$ cat config.mk
export PLATFORM = sky130hd
export DESIGN_NAME = sk9822_chain_drv_flat
export DESIGN_NICKNAME = d
export VERILOG_FILES = /design/src/rtl/sk9822_chain_drv_if.sv /design/src/rtl/sk9822_chain_drv.sv /design/src/flat_wrapper.sv
export SDC_FILE = /design/constraint.sdc
export NUM_CORES = 1
export LEC_CHECK = 0
export BUFFER_PORTS_ARGS = -buffer_cell sky130_fd_sc_hd__buf_2
export CORE_UTILIZATION = 35
export DETAILED_ROUTE_END_ITERATION = 8
export GPL_TIMING_DRIVEN = 0
export MAX_ROUTING_LAYER = met4
export SLEW_MARGIN = 20
export SYNTH_ARGS = -nofsm -noshare
export SYNTH_HDL_FRONTEND = slang
export SYNTH_SLANG_ARGS = --single-unit
$ cat constraint.sdc
create_clock -name clk -period 5.6 [get_ports clk]
set_input_delay 0.28 -clock clk [delete_from_list [all_inputs] [get_ports clk]]
set_output_delay 0.28 -clock clk [all_outputs]
set_load 0.01 [all_outputs]
$ cat src/rtl/sk9822_chain_drv_if.sv
// Host-side bus of the SK9822 chain driver: frame-buffer writes, refresh
// request, and refresh status.
interface sk9822_chain_drv_if #(
  parameter int AW = 1
);
  logic          wr_en;
  logic [AW-1:0] wr_addr;
  logic [28:0]   wr_data;
  logic          start;
  logic          busy;
  logic          done;

  modport master (
    output wr_en, wr_addr, wr_data, start,
    input  busy, done
  );

  modport slave (
    input  wr_en, wr_addr, wr_data, start,
    output busy, done
  );
endinterface

$ cat src/rtl/sk9822_chain_drv.sv
// SK9822/APA102 daisy-chain driver: per-LED frame buffer serialised as
// start frame, LED_NUM data frames and a chain-length-sized end frame.
module sk9822_chain_drv #(
  parameter int LED_NUM      = 12,
  parameter int CLK_DIV      = 25,
  parameter int AUTO_REFRESH = 0,
  parameter int AW           = (LED_NUM > 1) ? $clog2(LED_NUM) : 1
) (
  input  logic                clk,
  input  logic                rst,
  sk9822_chain_drv_if.slave   host,
  output logic                sk9822_ck,
  output logic                sk9822_da
);

  localparam int END_BITS = 32 * ((LED_NUM + 63) / 64);
  localparam int DIV_W    = (CLK_DIV > 1) ? $clog2(CLK_DIV) : 1;
  localparam int EOF_W    = $clog2(END_BITS);

  typedef enum logic [1:0] {IDLE, SOF, DATA, EOF} state_t;

  state_t             state_reg, state_next;
  logic [DIV_W-1:0]   div_reg;
  logic               ck_reg;
  logic [31:0]        shift_reg;
  logic [4:0]         bit_reg;
  logic [AW-1:0]      led_reg;
  logic [EOF_W-1:0]   eof_reg;
  logic               done_reg;
  logic [28:0]        fb [LED_NUM];

  logic               div_last, bit_end, word_end, led_last, eof_last, start_go;
  logic [AW-1:0]      led_inc;

  // Out-of-range addresses never match any entry, so they are dropped.
  for (genvar gi = 0; gi < LED_NUM; gi++) begin : g_fb
    always_ff @(posedge clk) begin
      if (rst) begin
        fb[gi] <= '0;
      end else if (host.wr_en && host.wr_addr == AW'(gi)) begin
        fb[gi] <= host.wr_data;
      end
    end
  end

  assign div_last = (div_reg == DIV_W'(CLK_DIV - 1));
  assign bit_end  = ck_reg && div_last;
  assign word_end = (bit_reg == 5'd31);
  assign led_last = (led_reg == AW'(LED_NUM - 1));
  assign eof_last = (eof_reg == EOF_W'(END_BITS - 1));
  assign led_inc  = led_reg + AW'(1);
  assign start_go = host.start || ((AUTO_REFRESH != 0) && done_reg);

  always_ff @(posedge clk) begin
    if (rst) begin
      state_reg <= IDLE;
    end else begin
      state_reg <= state_next;
    end
  end

  always_comb begin
    state_next = state_reg;
    case (state_reg)
      IDLE:    if (start_go) state_next = SOF;
      SOF:     if (bit_end && word_end) state_next = DATA;
      DATA:    if (bit_end && word_end && led_last) state_next = EOF;
      EOF:     if (bit_end && eof_last) state_next = IDLE;
      default: state_next = IDLE;
    endcase
  end

  // Data advances only on the edge that ends a ck-high half, so da is stable
  // for a full half-period on either side of every rising edge.
  always_ff @(posedge clk) begin
    if (rst) begin
      div_reg   <= '0;
      ck_reg    <= 1'b0;
      shift_reg <= '0;
      bit_reg   <= '0;
      led_reg   <= '0;
      eof_reg   <= '0;
      done_reg  <= 1'b0;
    end else begin
      done_reg <= 1'b0;
      if (state_reg == IDLE) begin
        div_reg   <= '0;
        ck_reg    <= 1'b0;
        shift_reg <= '0;
        bit_reg   <= '0;
        led_reg   <= '0;
        eof_reg   <= '0;
      end else if (!div_last) begin
        div_reg <= div_reg + DIV_W'(1);
      end else begin
        div_reg <= '0;
        ck_reg  <= ~ck_reg;
        if (ck_reg) begin
          bit_reg   <= bit_reg + 5'd1;
          shift_reg <= {shift_reg[30:0], state_reg == EOF};
          case (state_reg)
            SOF: begin
              if (word_end) begin
                shift_reg <= {3'b111, fb[0]};
                led_reg   <= '0;
              end
            end
            DATA: begin
              if (word_end) begin
                if (led_last) begin
                  shift_reg <= '1;
                  eof_reg   <= '0;
                end else begin
                  led_reg   <= led_inc;
                  shift_reg <= {3'b111, fb[led_inc]};
                end
              end
            end
            EOF: begin
              if (eof_last) begin
                shift_reg <= '0;
                done_reg  <= 1'b1;
              end else begin
                eof_reg <= eof_reg + EOF_W'(1);
              end
            end
            default: ;
          endcase
        end
      end
    end
  end

  always_comb begin
    host.busy = (state_reg != IDLE);
    host.done = done_reg;
    sk9822_ck = ck_reg;
    sk9822_da = shift_reg[31];
  end

endmodule

$ cat src/flat_wrapper.sv
// flat-port wrapper written by rule: the top's interface ports become plain ports
module sk9822_chain_drv_flat 
#(
  parameter int LED_NUM      = 12,
  parameter int CLK_DIV      = 25,
  parameter int AUTO_REFRESH = 0,
  parameter int AW           = (LED_NUM > 1) ? $clog2(LED_NUM) : 1
)
  (clk, rst, sk9822_ck, sk9822_da, host_wr_en, host_wr_addr, host_wr_data, host_start, host_busy, host_done);
  sk9822_chain_drv_if #(.AW(AW)) host_i ();
  input  logic clk;
  input  logic rst;
  output logic sk9822_ck;
  output logic sk9822_da;
  input wire logic [$bits(host_i.wr_en)-1:0] host_wr_en;
  input wire logic [$bits(host_i.wr_addr)-1:0] host_wr_addr;
  input wire logic [$bits(host_i.wr_data)-1:0] host_wr_data;
  input wire logic [$bits(host_i.start)-1:0] host_start;
  output wire logic [$bits(host_i.busy)-1:0] host_busy;
  output wire logic [$bits(host_i.done)-1:0] host_done;
  assign host_i.wr_en = host_wr_en;
  assign host_i.wr_addr = host_wr_addr;
  assign host_i.wr_data = host_wr_data;
  assign host_i.start = host_start;
  assign host_busy = host_i.busy;
  assign host_done = host_i.done;
  sk9822_chain_drv #(.LED_NUM(LED_NUM), .CLK_DIV(CLK_DIV), .AUTO_REFRESH(AUTO_REFRESH), .AW(AW)) u_core (.clk(clk), .rst(rst), .host(host_i), .sk9822_ck(sk9822_ck), .sk9822_da(sk9822_da));
endmodule
---- After elaboration in Yosys (flattened, before gate mapping) ----
Memory sizes are Yosys's and may differ from the RTL's.
Index checks and enable logic that the tools add are counted.
Widths: inputs -> output; s select.
word-level totals
  bits in registers ....................... 55
  bits in writable memories ............... 348
  bits of input ports ..................... 37
  output and inout bits ................... 4
  logic and storage cells ................. 152
  memories ................................ 1
memories
  memory     depth  bits a word  read ports  clocked after Yosys merged registers in  write ports  RTL line                source
  u_core.fb  12     29           2           0                                        12           sk9822_chain_drv.sv:30  logic [28:0] fb [LED_NUM];
cells by class
  $add $sub $neg .......................... 4
  eq/ne operators ......................... 27
  multiplexer cells ....................... 69
  bitwise logic cells ..................... 15
  reductions and logical operators ........ 28
operator list
  cell                 number
  $mux 29              13
  $mux 32              3
  $pmux 32 s3          1
  $mux 1               39
  $eq 4x4->1 const B   5
  $eq 4x3->1 const B   4
  $logic_and 1x1->1    16
  $add 5x1->5 const B  3
  $eq 5x5->1 const B   3
  $mux 5               3
  $mux 4               3
  $ne 2x1->1 const B   6
  $or 1x1->1           12
  $reduce_and 6->1     2
  $pmux 5 s2           1
  $eq 4x2->1 const B   2
  $mux 2               4
  $pmux 2 s4           1
  $pmux 4 s2           1
  $ne 2x2->1 const B   3
  $reduce_bool 2->1    3
  $reduce_or 5->1      1
  $add 4x1->4 const B  1
  $eq 2x2->1 const B   2
  9 further kinds      11

---- Depth between registers and ports, before layout ----
Gate-level depths: netlist of the first run.
  depth in word-level cells ............... 6
  gate-level depth with buffers ........... 11
  mapped depth without buffers ............ 8

---- Least setup slack after synthesis of the first run ----
No wires, ideal clock.
  path type ............................... input to register
  start ................................... in host_wr_addr[0]
  end ..................................... mem u_core.fb[3][0] (enable)
  setup time .............................. 0.460 ns
  arrival ................................. 2.894 ns
  required time ........................... 5.140 ns
  slack ................................... 2.246 ns
  stages on the path ...................... 3
  path buffers ............................ 1
  cell sequence ........................... clkbuf_1 > nand3_1 > o31ai_1
RTL lines
  element             RTL line                source
  start: declaration  flat_wrapper.sv:16      input wire logic [$bits(host_i.wr_addr)-1:0] host_wr_addr;
  end: declaration    sk9822_chain_drv.sv:30

---- Worst setup path after layout of the first run ----
  start ................................... reg u_core.led_reg[1]
  end ..................................... reg u_core.shift_reg[5]
on the way
  cells in the longest elaborated chain, start to end .. 5
  elaborated cells on any way between the ends .. 6
  those cells by class .................... 1 x add/sub; 1 x eq/ne; 3 x mux; 1 x memory
RTL lines
  element                   RTL line                 source
  start: declaration        sk9822_chain_drv.sv:27   logic [AW-1:0] led_reg;
  start signal: assignment  sk9822_chain_drv.sv:114  led_reg <= led_inc;
  $add 4x1->4               sk9822_chain_drv.sv:51   assign led_inc = led_reg + AW'(1);
  $mem_v2 12x29             --
  $mux 29 (*)               sk9822_chain_drv.sv:110  if (led_last) begin
  $mux 32 (*)               sk9822_chain_drv.sv:109  if (word_end) begin
  $pmux 32 s3 (*)           sk9822_chain_drv.sv:101  case (state_reg)
  end signal: assignment    sk9822_chain_drv.sv:100  shift_reg <= {shift_reg[30:0], state_reg == EOF};
  end signal: assignment    sk9822_chain_drv.sv:104  shift_reg <= {3'b111, fb[0]};
  end signal: assignment    sk9822_chain_drv.sv:115  shift_reg <= {3'b111, fb[led_inc]};
  end: declaration          sk9822_chain_drv.sv:25   logic [31:0] shift_reg;
Every way passes the cells marked *; elsewhere a longest branch is shown, timed or not.
A chain may end at the register's enable or synchronous reset.

==> results.toml, run 1 <==
[finish]
multi_input_area_sq_um = 6818
fin_nets = 1521
largest_reg_flops = 348
fin_util = 0.4112
fillers = 4851
drive_gt1_frac = 0.1580
layout_common_cells = "and2_1, edfxtp_1, clkbuf_1, mux4_2, o21ai_0"
area_delta_synth_final_pct = 15.27
regArea_sq_um = 11550
final_common_cell = "and2_1"

[drt]
antenna_left = 0
firstDrtPassIters = 8
vias = 11910
first_iter_violations = 1342
drt_wl_total_um = 49260
drc = 6
route.detailed.wl_per_inst_um = 22.42
vias_per_cell = 5.419

[die]
pin_count = 41
die_w_um = 234.1
core_sq_um = 52870
num_rows = 84
start_util = 0.3568
fp.dieH_um = 234.1
die-area_sq_um = 54820

[global_route]
grt_overflow = 0
first_global_vias = 12070
antenna_found_initial = 0
grtUsageTotal = 0.1886
grt_max_degree = 17
grt_first_pass_wirelength_um = 73840

[synth]
synth-seq-cells = 403
synth_ff_type = "edfxtp_1"
ys_seq_area_frac = 0.6124
syn-num-nets = 1416
synth-edff-count = 348
ys_warn_count = 0
async_flop_share = 0
syn_inst = 1368
syn_area_sq_um = 18860
syn_area_per_cell_sq_um = 13.79
synth.distinct_cells = 48

[timing]
finalWorstSetupSlack_ns = 2.604
fin_skew_ns = 0.02408
slew_violations = 0
timing.final.crit_share = 0.5350
final_hold_viol_count = 0
fin_hold_ws_ns = 0.01767
relSlewSlack = 0.2370
tightest_slew_ns = 1.144
fin_crit_ns = 2.996
rsz0062_at_grt = "no"
fmaxAchievable_mhz = 333.8
final-setup-viol-count = 0

[power_and_ir_drop]
p_leak_nw = 7.512
power_w = 0.006932
vdd_drop_max_mv = 0.2487
powerDensity_nw_per_um2 = 318.8

[worst_setup_path]
cp.arrival_ns = 3.46
r2r_slack_ns = 2.60
critPathMaxFanout = 10
crit_end = "u_core.shift_reg[5]$_SDFFE_PP0N_"
r2r_start = "u_core.led_reg[1]$_SDFFE_PP0P_"
r2r-end = "u_core.shift_reg[5]$_SDFFE_PP0N_"
ff2ff_path_depth = 7
critPathKind = "reg -> reg"
crit_required_ns = 6.06
endpoint_kind = "flip-flop"
critPathLaunch = "u_core.led_reg[1]$_SDFFE_PP0P_"
cp-start-kind = "flip-flop"

[placed_design]
dp_hpwl_um = 35120
globalplace.congestion = 0.8361
portBuffers = 38
pre_cts_ws_ns = 2.672

[clocking]
htree_levels = 2
cts_post_setup_buffers_inserted = 0
cts_tree = "built"
ctsResizeCount = 0
cts_num_sinks = 403
clk_pin_slew_worst_paths_ns = 0.06
insertion_delay_ns = 0.58
cts_made_buffers = 44
cts-root-buf = "clkbuf_16"
cts_hold_buf = 5
clockBufferDepth = 3

[outcome]
status = "finished, violations left"
violations = "design-rule violations"

[worst_hold_path]
hold_path_class = "in -> reg"

[job]
max_cap_violations = 0
==> report_power, final <==
group | total (W) | internal, W | switching [W]
combinational | 0.000739 | 0.000213 | 0.000526
sequential | 0.00348 | 0.00342 | 0.0000530
clock | 0.00272 | 0.00153 | 0.00119
total | 0.00693 | 0.00516 | 0.00177
==> through the flow <==
step                setup TNS, ns  cells  area (sq um)
floorplan                       0   1368         18860
global placement           -19.46   2094         19910
detailed placement              0   2110         20370
CTS                             0   2194         21730
global route                    0   2194         21730
finish                          0   2197         21740
==> worst min-delay path by stage <==
stage / from / to / slack (ns) / cells after the start
2_1_floorplan: rst / u_core.state_reg[0]$_SDFFE_PP0P_ / 0.35 / 1
3_3_place_gp: u_core.shift_reg[29]$_SDFFE_PP0N_ / u_core.shift_reg[29]$_SDFFE_PP0N_ / 0.44 / 2
3_5_place_dp: u_core.shift_reg[30]$_SDFFE_PP0N_ / u_core.shift_reg[30]$_SDFFE_PP0N_ / 0.45 / 2
4_1_cts: host_wr_data[24] / u_core.fb[0][24]$_SDFFCE_PN0P_ / 0.004 / 2
5_1_grt: host_wr_data[24] / u_core.fb[0][24]$_SDFFCE_PN0P_ / 0.01 / 2
6_report: host_wr_data[24] / u_core.fb[0][24]$_SDFFCE_PN0P_ / 0.02 / 2
==> routing by layer <==
layer	vias to the layer above	global-route usage	routed length (um)
met5	-	-	0
met4	0	0.06351	1266
met3	88	0.02943	3059
met2	441	0.3118	24330
met1	6027	0.2355	20600
li1	5349	-	-
==> layout make-up <==
| type | count | area share |
|---|---|---|
| sequential | 403 | 0.5313 |
| tap | 688 | 0.03959 |
| multi-input combinational | 824 | 0.3136 |
| clock inverter | 23 | 0.006446 |
| inverter | 10 | 0.001727 |
| buffer | 131 | 0.02757 |
| timing repair buffer | 59 | 0.02532 |
| antenna | 3 | 0.0003453 |
| clock buffer | 56 | 0.05410 |
==> cell families (layout without fill, tap and decap cells) <==
group,count (synthesis),after routing,share of synthesized area
compound gates,242,242,0.08817
xor+xnor,8,8,0.003715
fa+ha+maj,11,11,0.007297
buf+inv,141,279,0.03377
flops,403,403,0.6124
mux,89,89,0.1061
other cells,0,3,0
simple gates,474,474,0.1485
==> synthesized netlist by cell type (2+ instances only) <==
library cell,count,area [sq um]
a21o_1,29,217.7
a21oi_1,39,195.2
a221o_1,29,290.3
a221oi_1,2,17.52
a22oi_1,2,15.01
a311oi_1,2,17.52
a31oi_1,29,181.4
a32o_1,28,280.3
and2_1,352,2202
and3_1,2,12.51
buf_2,18,90.09
buf_4,6,45.04
buf_6,6,67.56
clkbuf_1,98,367.9
dfxtp_1,55,1101
edfxtp_1,348,10450
ha_1,11,137.6
inv_1,10,37.54
mux2i_1,2,20.02
mux4_1,6,157.7
mux4_2,81,1824
nand2_1,19,71.32
nand2b_1,7,43.79
nand3_1,39,195.2
nand3b_1,3,22.52
nand4_1,2,12.51
nor2_1,35,131.4
nor2b_1,7,43.79
nor3_1,3,15.01
o21ai_0,69,345.3
o22ai_1,3,18.77
o31ai_1,4,30.03
xnor2_1,4,35.03
xor2_1,4,35.03
==> critical path, stage by stage (launching register included) <==
cell and delay (ns):
dfxtp_1 0.35, ha_1 0.28, buf_2 0.26, buf_2 0.38, clkbuf_1 0.67, mux4_2 0.46
a221o_1 0.31, a21o_1 0.17
Power figures use the tool's default switching activity.
==> run 2, diff against run 1 <==
==> constraint.sdc (replaced) <==
create_clock -name clk -period 2.7 [get_ports clk]
set_input_delay 0.135 -clock clk [delete_from_list [all_inputs] [get_ports clk]]
set_output_delay 0.135 -clock clk [all_outputs]
set_load 0.01 [all_outputs]
==> results.toml, run 2 (same netlist as run 1, synthesis figures left out) <==
[power_and_ir_drop]
vdd_drop_max_mv = 0.4200
powerDensity_nw_per_um2 = 687.3
p_leak_nw = 7.781

[drt]
drc = 8
firstDrtPassIters = 8
vias = 11920
drt_wl_total_um = 50090
first_iter_violations = 1197
antenna_left = 0
route.detailed.wl_per_inst_um = 22.48
vias_per_cell = 5.349

[worst_setup_path]
slowest_delay_ns = 0.66
critPathKind = "reg -> reg"
critPathMaxFanout = 10
endpoint_kind = "flip-flop"
cp_slowest_cell = "clkbuf_1"
cp.arrival_ns = 3.15
path_common_cell = "clkbuf_1"
crit_chain = "inv_1, ha_1, clkbuf_1, clkbuf_1, a21oi_1, a31oi_1, a32o_1, a21o_1"
crit_required_ns = 3.22
cp-start-kind = "flip-flop"

[timing]
relSlewSlack = 0.2660
fin_crit_ns = 2.629
fin_skew_ns = 0.01261
timing.final.crit_share = 0.9737
tightest_slew_ns = 1.101
final_hold_viol_count = 0
slew_violations = 0
final-setup-viol-count = 0
fmaxAchievable_mhz = 380.4

[finish]
area_delta_synth_final_pct = 18.40
instances_no_fill = 2228
fin_nets = 1547
layout_common_cells = "and2_1, edfxtp_1, clkbuf_1, mux4_2, dfxtp_1"
final_design_area_no_fill_sq_um = 22330
drive_gt1_frac = 0.1750
final_common_cell = "and2_1"
fillers = 4784
largest_reg_flops = 348

[global_route]
first_global_vias = 12310
grt_first_pass_wirelength_um = 75930
antenna_found_initial = 0
grt_max_degree = 18
grtUsageTotal = 0.1931
grt_overflow = 0

[clocking]
clk_pin_slew_worst_paths_ns = 0.06
htree_levels = 2
insertion_delay_ns = 0.58
cts_num_sinks = 403
cts_tree = "built"
cts_made_buffers = 46
clockBufferDepth = 3
cts-root-buf = "clkbuf_16"

[die]
num_rows = 84
die_w_um = 234.1
core_sq_um = 52870
pin_count = 41
die-area_sq_um = 54820
fp.dieH_um = 234.1
start_util = 0.3568

[placed_design]
dp_hpwl_um = 35290
globalplace.congestion = 0.8473
portBuffers = 38
dp_cells = 2110
dpl_cell_area_sq_um = 20370

[outcome]
status = "finished, violations left"
violations = "design-rule violations"

[worst_hold_path]
hold_path_class = "in -> reg"

[job]
max_cap_violations = 0
[run 2: changes by cell type in the layout (fill, tap and decap cells not counted), sizes merged]
cell         delta
clkinv          -3
dlygate4sd3    +25
clkinvlp        +1
bufinv          +4
clkbuf          +4
[run 2: final timing paths]
kind,startpoint,to,slack (ns),cells after the start
min reg2reg,u_core.shift_reg[30]$_SDFFE_PP0N_,u_core.shift_reg[30]$_SDFFE_PP0N_,0.46,2
max,u_core.state_reg[0]$_SDFFE_PP0P_,u_core.shift_reg[17]$_SDFFE_PP0N_,0.07,8
max reg2reg,u_core.state_reg[0]$_SDFFE_PP0P_,u_core.shift_reg[17]$_SDFFE_PP0N_,0.07,8
min,host_start,u_core.state_reg[0]$_SDFFE_PP0P_,0.11,5
[run 2: power by group]
part / internal, W / switching [W] / leakage, nW
combinational: 0.000498 / 0.00113 / 3.22
sequential: 0.00710 / 0.000113 / 3.78
clock: 0.00397 / 0.00254 / 0.782
total: 0.0116 / 0.00378 / 7.78
[run 2: repair_timing]
| item | CTS | global route |
|---|---|---|
| endpoints found under the setup margin | 28 | 24 |
| hold buffers | 30 | 0 |
| hold endpoints to repair | 60 | 0 |
| setup buffers | 0 | 0 |
| gates resized for setup | 7 | 37 |
[run 2: final cells by class]
| class | instances | area (sq um) | area share |
|---|---|---|---|
| flip-flops and latches | 403 | 11550 | 0.5173 |
| clock buffers | 61 | 1344 | 0.06017 |
| well taps | 688 | 860.8 | 0.03855 |
| multi-input cells | 824 | 6860 | 0.3072 |
| repair buffers | 84 | 804.5 | 0.03603 |
| plain buffers | 130 | 619.3 | 0.02773 |
| clock inverters | 25 | 246.5 | 0.01104 |
| inverters | 10 | 37.54 | 0.001681 |
| diodes | 3 | 7.507 | 0.0003362 |
[run 2: through the flow]
step                power [W]  setup WS, ns  utilization  hold slack, ns   TNS [ns]
detailed placement   0.008855       -0.2076       0.3853          0.4219     -4.200
global route          0.01581     -0.003495       0.4223         0.09947  -0.003495
global placement     0.008775        -2.671       0.3770          0.4124    -552.00
CTS                   0.01540       0.02720       0.4213         0.07673          0
finish                0.01535       0.07093       0.4224          0.1101          0
floorplan            0.008207       -0.3994            -          0.2071     -45.98
[run 2: critical path, delay by kind of cell, from the launching register on]
family                   cells  cell delay [ns]
flip-flops                   1             0.34
AO/OA/AOI/OAI                4             0.70
buffers and inverters        3             1.30
adder cells (fa/ha/maj)      1             0.22
[run 2: per-layer routing]
| metal | vias to the layer above | part of all wire | track usage |
|---|---|---|---|
| li1 | 5420 | - | - |
| met3 | 88 | 0.058 | 0.02833 |
| met4 | 0 | 0.021 | 0.05743 |
| met1 | 6002 | 0.42 | 0.2435 |
| met2 | 407 | 0.50 | 0.3213 |
| met5 | - | 0 | - |
==> run 3, diff against run 2 <==
--- a/config.mk
+++ b/config.mk
@@ -6,10 +6,12 @@
 export NUM_CORES = 1
 export LEC_CHECK = 0
 export BUFFER_PORTS_ARGS = -buffer_cell sky130_fd_sc_hd__buf_2
-export CORE_UTILIZATION = 35
+export CORE_MARGIN = 10
+export CORE_UTILIZATION = 45
 export DETAILED_ROUTE_END_ITERATION = 8
 export GPL_TIMING_DRIVEN = 0
 export MAX_ROUTING_LAYER = met4
+export PLACE_DENSITY = 0.62
 export SLEW_MARGIN = 20
 export SYNTH_ARGS = -nofsm -noshare
 export SYNTH_HDL_FRONTEND = slang
==> results.toml, run 3 (same netlist as run 1, synthesis figures left out) <==
[worst_setup_path]
endpoint_kind = "flip-flop"
cp-start-kind = "flip-flop"
cp.arrival_ns = 3.11
path_common_cell = "ha_1"
slowest_delay_ns = 0.45
critPathKind = "reg -> reg"
cp_slowest_cell = "nor2b_1"
crit_chain = "ha_1, and3_1, ha_1, nor2b_1, clkbuf_2, o21ai_0, a31oi_1, a32o_1, a21o_1"
crit_required_ns = 3.21
ff2ff_path_depth = 9
critPathMaxFanout = 10

[power_and_ir_drop]
p_comb_frac = 0.111
p_leak_nw = 7.671
p_switching_w = 0.003633
p_int_w = 0.01104
powerDensity_nw_per_um2 = 669.1
p_seq_frac = 0.492
switching_share = 0.2476
vdd_drop_max_mv = 0.4467
p_clk_frac = 0.397

[drt]
first_iter_violations = 1332
drc = 0
antenna_left = 0
route.detailed.wl_per_inst_um = 23.86
vias_per_cell = 5.768
drt_wl_total_um = 49300
vias = 11920
firstDrtPassIters = 6

[timing]
slew_violations = 0
final-setup-viol-count = 0
timing.final.crit_share = 0.9619
fin_skew_ns = 0.01387
rsz0062_at_grt = "no"
final_hold_viol_count = 0
tightest_slew_ns = 1.133
fin_crit_ns = 2.597
fmaxAchievable_mhz = 385.0
relSlewSlack = 0.2448
setup_tns_ns = 0

[finish]
drive_gt1_frac = 0.1692
multi_input_area_sq_um = 6862
area_delta_synth_final_pct = 16.25
final_design_area_no_fill_sq_um = 21930
layout_common_cells = "and2_1, edfxtp_1, clkbuf_1, mux4_2, dfxtp_1"
fin_nets = 1545
fillers = 3464
final_common_cell = "and2_1"
largest_reg_flops = 348
fin_util = 0.5334
regArea_sq_um = 11550

[clocking]
cts_made_buffers = 44
clockBufferDepth = 3
insertion_delay_ns = 0.56
htree_levels = 2
cts_num_sinks = 403
cts_tree = "built"
cts-root-buf = "clkbuf_16"
clk_pin_slew_worst_paths_ns = 0.06

[placed_design]
dp_hpwl_um = 34690
portBuffers = 38
globalplace.congestion = 0.8705
dpl_cell_area_sq_um = 20170

[global_route]
antenna_found_initial = 0
grtUsageTotal = 0.2045
grt_overflow = 0
grt_first_pass_wirelength_um = 75990
grt_max_degree = 17
first_global_vias = 12240

[worst_hold_path]
hold_path_class = "in -> reg"
hold_depth = 5

[die]
pin_count = 41
start_util = 0.4588
core_sq_um = 41110
die-area_sq_um = 50500
fp.dieH_um = 224.7
num_rows = 74
die_w_um = 224.7

[outcome]
status = "finished clean"

[job]
max_cap_violations = 0
==> run 3: cell types whose count changed in the layout (fill, tap and decap cells not counted), moves of 2 or more <==
cell / before / now
clkbuf_1: 96 / 105
o21ai_0: 52 / 43
o21ai_1: 9 / 18
clkbuf_16: 51 / 45
clkinv_1: 10 / 5
buf_6: 13 / 15
bufinv_16: 5 / 3
clkinv_2: 8 / 6
==> run 3: worst max-delay path: cells and delay by family, from the launching register on <==
family / cells / cell delay, ns
AOI/OAI and AO/OA: 4 / 0.73
buffers and inverters: 1 / 0.39
DFF: 1 / 0.33
and+or+nand+nor: 2 / 0.65
adders and majority gates: 2 / 0.45
==> run 3: worst paths after layout <==
path	start	end	slack, ns
hold / removal	host_start	u_core.state_reg[0]$_SDFFE_PP0P_	0.14
setup / recovery	u_core.eof_reg[0]$_SDFFE_PP0P_	u_core.shift_reg[13]$_SDFFE_PP0N_	0.10
hold reg to reg	u_core.eof_reg[4]$_SDFFE_PP0P_	u_core.eof_reg[4]$_SDFFE_PP0P_	0.45
setup reg to reg	u_core.eof_reg[0]$_SDFFE_PP0P_	u_core.shift_reg[13]$_SDFFE_PP0N_	0.10
==> run 3: layer usage <==
layer  GRT usage  up-vias  wire [um]
met5           -        -          0
met4     0.05637        0       1215
met3     0.02941       83       2810
met2      0.3359      362      24360
met1      0.2618     6070      20920
li1            -     5401          -
==> run 3: area by class of cell <==
cell class	instances	share of cell area
clock buffers	65	0.05615
well taps	532	0.03036
clock inverters	15	0.006677
plain buffers	130	0.02848
flip-flops and latches	403	0.5268
diodes	3	0.0003424
repair buffers	84	0.03652
multi-input cells	824	0.3129
inverters	10	0.001712
==> run 3: what timing repair did <==
item / CTS / global route
gates resized for setup: 9 / 45
hold endpoints to repair: 60 / 0
endpoints found under the setup margin: 28 / 22
gates cloned: 0 / 0
setup buffers: 0 / 0
hold buffers: 30 / 0
==> run 3: power by group through the flow <==
stage	logic, W	clock network [W]	registers [W]
after floorplan	0.000901	0	0.00731
after global placement	0.00141	0	0.00735
after detailed placement	0.00151	0	0.00734
after CTS	0.00156	0.00593	0.00721
after global routing	0.00178	0.00619	0.00724
final	0.00163	0.00583	0.00721
==> run 3: through the flow <==
| step | hold slack [ns] | setup WS (ns) | instances | power (W) |
|---|---|---|---|---|
| floorplan | 0.2071 | -0.3994 | 1368 | 0.008207 |
| global placement | 0.4064 | -2.764 | 1938 | 0.008759 |
| detailed placement | 0.4163 | -0.1725 | 1954 | 0.008855 |
| CTS | 0.1081 | 0.0003539 | 2064 | 0.01471 |
| global route | 0.1919 | 0.002024 | 2063 | 0.01521 |
| finish | 0.1352 | 0.1028 | 2066 | 0.01467 |
